`src/rtl/axi_sram_slave.sv`:
```
// AXI4 burst slave in front of a single-port synchronous SRAM, one transaction in flight.
// Build option: define AXI_SLV_WR_PRIORITY_EN to let AW win over AR when both arrive together.
module axi_sram_slave #(
    parameter int ID_W    = 8,
    parameter int ADDR_W  = 32,
    parameter int DATA_W  = 32,
    parameter int SRAM_AW = 14
) (
    input  logic                  ACLK,
    input  logic                  ARESETn,
    input  logic [ID_W-1:0]       AWID,
    input  logic [ADDR_W-1:0]     AWADDR,
    input  logic [3:0]            AWLEN,
    input  logic [2:0]            AWSIZE,
    input  logic [1:0]            AWBURST,
    input  logic                  AWVALID,
    output logic                  AWREADY,
    input  logic [DATA_W-1:0]     WDATA,
    input  logic [DATA_W/8-1:0]   WSTRB,
    input  logic                  WLAST,
    input  logic                  WVALID,
    output logic                  WREADY,
    output logic [ID_W-1:0]       BID,
    output logic [1:0]            BRESP,
    output logic                  BVALID,
    input  logic                  BREADY,
    input  logic [ID_W-1:0]       ARID,
    input  logic [ADDR_W-1:0]     ARADDR,
    input  logic [3:0]            ARLEN,
    input  logic [2:0]            ARSIZE,
    input  logic [1:0]            ARBURST,
    input  logic                  ARVALID,
    output logic                  ARREADY,
    output logic [ID_W-1:0]       RID,
    output logic [DATA_W-1:0]     RDATA,
    output logic [1:0]            RRESP,
    output logic                  RLAST,
    output logic                  RVALID,
    input  logic                  RREADY,
    output logic                  CEB,
    output logic [DATA_W/8-1:0]   WEB,
    output logic [SRAM_AW-1:0]    A,
    output logic [DATA_W-1:0]     DI,
    input  logic [DATA_W-1:0]     DO
);
    localparam int STRB_W = DATA_W / 8;

    typedef enum logic [2:0] {S_IDLE, S_RREQ, S_RDATA, S_WDATA, S_WRESP} state_e;

    state_e              state_q, state_d;
    logic [ID_W-1:0]     id_q, id_d;
    logic [3:0]          len_q, len_d;
    logic [3:0]          cnt_q, cnt_d;
    logic [SRAM_AW-1:0]  addr_q, addr_d;
    logic [DATA_W-1:0]   rdata_q, rdata_d;
    logic                rd_wait_q, rd_wait_d;
    logic                mismatch_q, mismatch_d;
    logic                idle;
    logic                ar_hs;
    logic                aw_hs;
    logic                last_beat;
    logic                unused_bits;

    // Readies are gated by reset so they read 0 while ARESETn is low.
    assign idle = (state_q == S_IDLE) && ARESETn;
`ifdef AXI_SLV_WR_PRIORITY_EN
    assign AWREADY = idle;
    assign ARREADY = idle && !AWVALID;
`else
    assign ARREADY = idle;
    assign AWREADY = idle && !ARVALID;
`endif
    assign ar_hs     = ARVALID && ARREADY;
    assign aw_hs     = AWVALID && AWREADY;
    assign last_beat = (cnt_q == len_q);

    assign RVALID = (state_q == S_RDATA);
    assign RLAST  = RVALID && last_beat;
    assign RDATA  = rdata_q;
    assign RID    = id_q;
    assign RRESP  = 2'b00;
    assign WREADY = (state_q == S_WDATA);
    assign BVALID = (state_q == S_WRESP);
    assign BID    = id_q;
    assign BRESP  = (BVALID && mismatch_q) ? 2'b10 : 2'b00;

    assign unused_bits = ^{AWSIZE, AWBURST, ARSIZE, ARBURST,
                           AWADDR[ADDR_W-1:SRAM_AW+2], AWADDR[1:0],
                           ARADDR[ADDR_W-1:SRAM_AW+2], ARADDR[1:0]};

    always_comb begin
        // NOTE: every _d and every SRAM strobe gets a default first, so no path can infer a latch.
        state_d    = state_q;
        id_d       = id_q;
        len_d      = len_q;
        cnt_d      = cnt_q;
        addr_d     = addr_q;
        rdata_d    = rdata_q;
        rd_wait_d  = rd_wait_q;
        mismatch_d = mismatch_q;
        CEB        = 1'b1;
        WEB        = '1;
        A          = '0;
        DI         = '0;

        case (state_q)
            S_IDLE: begin
                if (ar_hs) begin
                    id_d      = ARID;
                    len_d     = ARLEN;
                    addr_d    = ARADDR[SRAM_AW+1:2];
                    cnt_d     = '0;
                    rd_wait_d = 1'b0;
                    state_d   = S_RREQ;
                end else if (aw_hs) begin
                    id_d       = AWID;
                    len_d      = AWLEN;
                    addr_d     = AWADDR[SRAM_AW+1:2];
                    cnt_d      = '0;
                    mismatch_d = 1'b0;
                    state_d    = S_WDATA;
                end
            end
            // Issue phase strobes the SRAM; wait phase lets DO settle before it is registered.
            S_RREQ: begin
                if (!rd_wait_q) begin
                    CEB       = 1'b0;
                    A         = addr_q;
                    rd_wait_d = 1'b1;
                end else begin
                    rdata_d   = DO;
                    rd_wait_d = 1'b0;
                    state_d   = S_RDATA;
                end
            end
            // The next beat's read is issued in the handshake cycle, giving one beat per two cycles.
            S_RDATA: begin
                if (RREADY) begin
                    if (last_beat) begin
                        state_d = S_IDLE;
                    end else begin
                        addr_d    = addr_q + SRAM_AW'(1);
                        cnt_d     = cnt_q + 4'd1;
                        CEB       = 1'b0;
                        A         = addr_d;
                        rd_wait_d = 1'b1;
                        state_d   = S_RREQ;
                    end
                end
            end
            S_WDATA: begin
                if (WVALID) begin
                    CEB    = 1'b0;
                    WEB    = ~WSTRB;
                    A      = addr_q;
                    DI     = WDATA;
                    addr_d = addr_q + SRAM_AW'(1);
                    cnt_d  = cnt_q + 4'd1;
                    if (WLAST != last_beat) mismatch_d = 1'b1;
                    if (WLAST) state_d = S_WRESP;
                end
            end
            S_WRESP: begin
                if (BREADY) begin
                    mismatch_d = 1'b0;
                    state_d    = S_IDLE;
                end
            end
            default: state_d = S_IDLE;
        endcase
    end

    // NOTE: the read-data holding register is a single word, so it is reset like any other flop.
    always_ff @(posedge ACLK or negedge ARESETn) begin
        if (!ARESETn) begin
            state_q    <= S_IDLE;
            id_q       <= '0;
            len_q      <= '0;
            cnt_q      <= '0;
            addr_q     <= '0;
            rdata_q    <= '0;
            rd_wait_q  <= 1'b0;
            mismatch_q <= 1'b0;
        end else begin
            // NOTE: sequential state uses non-blocking assignment; the combinational block uses blocking.
            state_q    <= state_d;
            id_q       <= id_d;
            len_q      <= len_d;
            cnt_q      <= cnt_d;
            addr_q     <= addr_d;
            rdata_q    <= rdata_d;
            rd_wait_q  <= rd_wait_d;
            mismatch_q <= mismatch_d;
        end
    end

    logic [STRB_W-1:0] unused_strb_w;
    assign unused_strb_w = '0;

endmodule

```
`config.mk`:
```
export PLATFORM = sky130hd
export DESIGN_NAME = axi_sram_slave
export DESIGN_NICKNAME = d
export VERILOG_FILES = /design/src/rtl/axi_sram_slave.sv
export SDC_FILE = /design/constraint.sdc
export NUM_CORES = 1
export LEC_CHECK = 0
export CORE_AREA = 2 2 109 111
export DETAILED_ROUTE_END_ITERATION = 10
export DIE_AREA = 0 0 111 113
export HOLD_SLACK_MARGIN = 0.15
export PLACE_DENSITY = 0.81
export SETUP_SLACK_MARGIN = 0.4
export SLEW_MARGIN = 25
export SYNTH_ARGS = -nofsm -noshare
export SYNTH_HDL_FRONTEND = slang
export SYNTH_SLANG_ARGS = --single-unit
```
`constraint.sdc`:
```
create_clock -name ACLK -period 4.8 [get_ports ACLK]
set_clock_uncertainty 0.1 [all_clocks]
set_input_delay 0.48 -clock ACLK [delete_from_list [all_inputs] [get_ports ACLK]]
set_output_delay 0.48 -clock ACLK [all_outputs]
set_load 0.02 [all_outputs]
```
==> run metrics, run 1 <==
outcome finished clean; DR pass1 iterations 5; ratio of cells with drive above 1 in the final layout 0.09657; Unique masters post-synth 50; Critical Path RT 4220 ps; Yosys Warn Count 0; CTS tree built; CORE AREA 11270 sq um; syn_area_per_cell 9.213 sq um; P_sw 0.001738 W; RSZ-0062 raised after global routing false; CP max FO 26; headroom to the max-slew limit 0.3311; fillers 959; fin crit share 0.8362; antenna cells 0; post-detail-place hpwl 9.222 mm; Synth Flop Type dfrtp_1; arrival time of the worst setup path 3430 ps; postcts setup bufs 0; clk root buf clkbuf_16; clk sinks 67; Fin. Hold Viols 0; num rows 39; Seq cells post-synth 67; Leak 2.651 nW; TritonCTS buffer count 9; crit path kind register to output port; Synth async-reset ratio 1.000; Setup Viol. Count Final 0; Largest stage delay, worst path 750 ps; WL final 12.75 mm; final cell count without fillers 785; Max Root-Sink Buffers 2; critical path's top delay family simple AND/OR/NAND/NOR gates; htree depth 3; DRC 0; Reg2Reg Capture Point cnt_q[3]; R2R depth 5; Vias 4114; die area 12540 sq um; Max Clk Rate 249.2 MHz; Post-synth EDFFs 0; worst hold path class primary input to async pin; number of gates resized after cts 0; Final GP Congestion 0.8475; worst vdd ir 0.3589 mV; DR iter-0 viols 280; Hold Buf Count CTS 0; Die X 111 microns; vias in the first global route 4190; CP cell instances nor2b_2, nand2b_1, inv_1, and3_1, o21ai_0, a31oi_1, clkdlybuf4s50_1; Setup TNS Final 0 ps; Internal 0.002541 W; Clock transition at path regs 60 ps; Final Max Slew Viols 0; drt via density 5.241; sequential area share after synthesis 0.4184; R2R setup slack 2100 ps; Congestion Overflow GR 0; MaxCap Viol Count 0; Starting Density 0.3555; element type at the critical path end output port; most frequent cells in the layout clkdlybuf4s50_1 (232), dfrtp_1 (67), nand2_1 (56), and2_1 (35), mux2_2 (34); placed cells 769; Flop pwr share 0.262; post-route minimum period 4014 ps; post-route ant nets 0; initial antenna violation count 0; Clk network pwr share 0.180; most common cell after layout, fill and taps aside clkdlybuf4s50_1; number of port buffers 233; # nets final 813; PD cells 641.2 nW/um^2; Top Ports 283; pin count of the biggest net entering global routing 72; worst flop-to-flop path startpoint state_q[2]; hold_ws 296.5 ps; Worst path slowest cell and3_1; WL/cell 16.24 microns; Die Y 113 microns; Worst Setup Start Kind register; Comb power frac 0.558; Synth Instances 435; multi-input logic area 2100 sq um; register area 1677 sq um; worst-margin pin slew 997.4 ps; Post-Syn Area 4008 sq um; clk_lat worst skew 330 ps; first-pass GRT wire length 20.78 mm; switch share 0.4062; GRT Overall Usage 0.2037; buffers and inverters on the worst path 2; synthesis-to-finish area growth 66.50%
[cells by family (layout without fill, tap and decap cells)]
logic type,count (synthesis),count (layout),synth area share
compound gates,110,110,0.1786
buf+inv,51,256,0.06275
xor+xnor,5,5,0.01093
flops,67,67,0.4184
fa+ha+maj,2,2,0.006243
other cells,1,3,0.0009357
simple gates,153,153,0.1967
mux,46,46,0.1255
[layout make-up]
type                    count  area share
clock inverters             6     0.01669
well taps                 143     0.02681
repair buffers            236      0.3525
clock buffers              10     0.03581
flip-flops and latches     67      0.2513
multi-input cells         319      0.3146
inverters                   4    0.002250
[routing by layer]
layer	part of all wire	vias up	GRT usage
met4	0.016	0	0.07500
met2	0.49	233	0.3415
li1	-	1950	-
met5	0	-	0
met3	0.096	24	0.06535
met1	0.40	1907	0.2470
[Yosys cell counts (5+ instances only)]
| cell type | instances | area (sq um) |
|---|---|---|
| mux2_2 | 34 | 382.9 |
| clkbuf_1 | 19 | 71.32 |
| mux2i_1 | 12 | 120.1 |
| buf_4 | 11 | 82.58 |
| xnor2_1 | 5 | 43.79 |
| a21oi_1 | 30 | 150.1 |
| dfrtp_1 | 67 | 1677 |
| nand2b_1 | 5 | 31.28 |
| o21ai_0 | 24 | 120.1 |
| and3_1 | 8 | 50.05 |
| o22a_1 | 8 | 70.07 |
| buf_2 | 15 | 75.07 |
| nor2_1 | 17 | 63.81 |
| nand3_1 | 12 | 60.06 |
| and2_1 | 36 | 225.2 |
| a31oi_1 | 19 | 118.9 |
| nand2_1 | 56 | 210.2 |
[flip-flops by register name (all words and copies together), names as in the netlist]
register	count
state_q	3
addr_q	14
BID	8
len_q	4
RDATA	32
rd_wait_q	1
mismatch_q	1
cnt_q	4
[metrics by stage]
step | utilization | instance area [sq um] | total power (W) | worst slack, ps
2_1_floorplan | - | 4015 | 0.002532 | 2321
3_3_place_gp | 0.5602 | 6315 | 0.003431 | 1351
3_5_place_dp | 0.5602 | 6315 | 0.003502 | 1212
4_1_cts | 0.5913 | 6665 | 0.004300 | 851.7
5_1_grt | 0.5920 | 6673 | 0.004564 | 539.9
6_report | 0.5920 | 6673 | 0.004279 | 786.4
[power by group through the flow]
stage	logic, W	clock network, W	registers (W)
floorplan	0.00131	0	0.00123
global placement	0.00234	0	0.00110
detailed placement	0.00239	0	0.00112
CTS	0.00240	0.000785	0.00112
global route	0.00258	0.000819	0.00117
finish	0.00239	0.000771	0.00112
[how the worst max path moves through the flow]
stage,depth (start not counted),slack [ps],end,from
2_1_floorplan,9,2320,A[11],state_q[2]
3_3_place_gp,5,1350,DI[0],state_q[1]
3_5_place_dp,7,1210,A[7],state_q[1]
4_1_cts,7,850,A[7],state_q[1]
5_1_grt,7,540,A[7],state_q[1]
6_report,7,790,A[7],state_q[1]
Note: power is estimated with default switching activity, not from simulation.
==> run 2, diff against run 1 <==
==> constraint.sdc (replaced) <==
create_clock -name ACLK -period 3.9 [get_ports ACLK]
set_clock_uncertainty 0.1 [all_clocks]
set_input_delay 0.39 -clock ACLK [delete_from_list [all_inputs] [get_ports ACLK]]
set_output_delay 0.39 -clock ACLK [all_outputs]
set_load 0.02 [all_outputs]
==> run 2 against run 1 <==
Critical path type unchanged. Combinational power rose by 24%. Via count down 2.1%. Die area unchanged. Clock power rose by 23%. Cell count increased by 0.51%. Largest cell class unchanged. Highest routed layer unchanged. Critical endpoint is now A[8]. Non-clock buffer count rose by 4.
==> run metrics, run 2 (synthesis results as in run 1) <==
Setup TNS Final 0 ps (unchanged); headroom to the max-slew limit 0.3966 (+0.06544); Comb power frac 0.560 (+0.002); Die Y 113 microns (unchanged); number of port buffers 233 (unchanged); Max Root-Sink Buffers 2 (unchanged); worst-margin pin slew 905.1 ps (-92.26 ps); most common cell after layout, fill and taps aside clkdlybuf4s50_1; element type at the critical path end output port; post-detail-place hpwl 9.368 mm (+1.6%); most frequent cells in the layout clkdlybuf4s50_1 (232), dfrtp_1 (65), nand2_1 (56), and2_1 (36), mux2_2 (34); DR iter-0 viols 220 (-21%); first-pass GRT wire length 20.24 mm (-2.6%); WL final 12.70 mm (-0.34%); pin count of the biggest net entering global routing 72 (unchanged); CTS tree built; Congestion Overflow GR 0 (unchanged); # nets final 817 (+0.49%); P_sw 0.002147 W (+24%); DR pass1 iterations 4 (-1); Final GP Congestion 0.8485 (+0.12%); Clk network pwr share 0.179 (about the same); setup ws final 585.1 ps (-201.3 ps); clk root buf clkbuf_16; worst hold path class primary input to async pin; max reg flops 32 (unchanged); clk_lat worst skew 330 ps (about the same); fillers 969 (+1.0%); worst vdd ir 0.4397 mV (+22%); Final Max Slew Viols 0 (unchanged); CP max FO 26 (unchanged); switch share 0.4069 (+0.0006415); Vias 4026 (-2.1%); outcome finished clean; vias in the first global route 4106 (-2.0%); arrival time of the worst setup path 2820 ps (-610 ps); critical path's top delay family simple AND/OR/NAND/NOR gates; crit-path most repeated cell a31oi_1; Clock transition at path regs 60 ps (about the same); drt via density 5.103 (-2.6%); clk sinks 67 (unchanged); Fin. Hold Viols 0 (unchanged); RSZ-0062 raised after global routing false; Worst Setup Start Kind register; fin crit share 0.8500; DRC 0 (unchanged); Critical Path RT 3410 ps (-810 ps); num rows 39 (unchanged); synthesis-to-finish area growth 67.72%; MaxCap Viol Count 0 (unchanged); htree depth 3 (unchanged); Largest stage delay, worst path 580 ps (-170 ps); GRT Overall Usage 0.1983 (-0.005307); CP cell instances xnor2_1, nand4_1, and3_1, buf_4, a31oi_1, a31oi_1, clkdlybuf4s50_1; R2R depth 5 (unchanged); TritonCTS buffer count 9 (unchanged); post-placement setup slack 869.9 ps (-341.7 ps); CORE AREA 11270 sq um (unchanged); Worst path slowest cell clkdlybuf4s50_1; Top Ports 283 (unchanged); Max Clk Rate 301.7 MHz; initial antenna violation count 0 (unchanged); Die X 111 microns (unchanged); Setup Viol. Count Final 0 (unchanged); total power 0.005276 W (+23%); Reg2Reg Capture Point len_q[2]; post-route ant nets 0 (unchanged); Layout Utilization 0.5963 (+0.004329); WL/cell 16.10 microns (-0.84%); PD cells 785.0 nW/um^2 (+22%); hold_ws 200.5 ps (-96.00 ps); Starting Density 0.3555 (unchanged); crit path kind register to output port; ratio of cells with drive above 1 in the final layout 0.1037 (+0.007142); die area 12540 sq um (unchanged); postcts setup bufs 0 (unchanged); antenna cells 0 (unchanged); R2R setup slack 1230 ps (-870 ps); post-route minimum period 3315 ps; Leak 2.667 nW (+0.60%); buffers and inverters on the worst path 2 (unchanged); worst flop-to-flop path startpoint state_q[0]; Flop pwr share 0.260 (-0.002); Internal 0.003130 W (+23%)
[run 2: cell types whose count changed in the layout (fill, tap and decap cells not counted), sizes merged]
cell / delta
buf: +4
clkbuf: -1
clkinv: -1
clkinvlp: +1
inv: +1
[run 2: routing by layer]
layer / routed length (microns) / track usage
met1: 5074 / 0.2422
met2: 6208 / 0.3297
met3: 1273 / 0.06749
met4: 147 / 0.06917
met5: 0 / 0
[run 2: layout make-up]
cell class	instances	area, sq um	area share
Inverter	4	15.01	0.002234
Timing Repair Buffer	240	2382	0.3544
Clock buffer	9	225.2	0.03351
Multi-Input combinational cell	319	2118	0.3152
Sequential cell	67	1679	0.2498
Clock inverter	7	122.6	0.01824
Tap cell	143	178.9	0.02662
[run 2: power groups by stage]
stage               clock network, W  registers [W]  logic [W]
floorplan                          0        0.00151    0.00161
global placement                   0        0.00135    0.00288
detailed placement                 0        0.00138    0.00294
CTS                         0.000973        0.00137    0.00295
global route                 0.00101        0.00143    0.00318
finish                      0.000946        0.00137    0.00296
[run 2: through the flow]
stage,cell area [sq um],instances
floorplan,4015,437
global placement,6345,773
detailed placement,6345,773
CTS,6693,789
global route,6721,789
finish,6721,789
[run 2: how the worst max path moves through the flow]
stage                          start    end  slack (ps)  cells after the start
after floorplan           state_q[2]  A[11]        1510                      9
after global placement    state_q[1]  DI[0]         890                      6
after detailed placement  state_q[1]   A[7]         870                      8
after CTS                 state_q[1]   A[7]         500                      8
after global routing        cnt_q[1]   A[8]         410                      7
final                       cnt_q[0]   A[8]         590                      7
[run 2: what timing repair did]
item / in CTS / in global routing
endpoints found under the setup margin: 0 / 40
endpoints found under the hold margin: 0 / 0
gates resized for setup: 0 / 2
hold buffers: 0 / 0
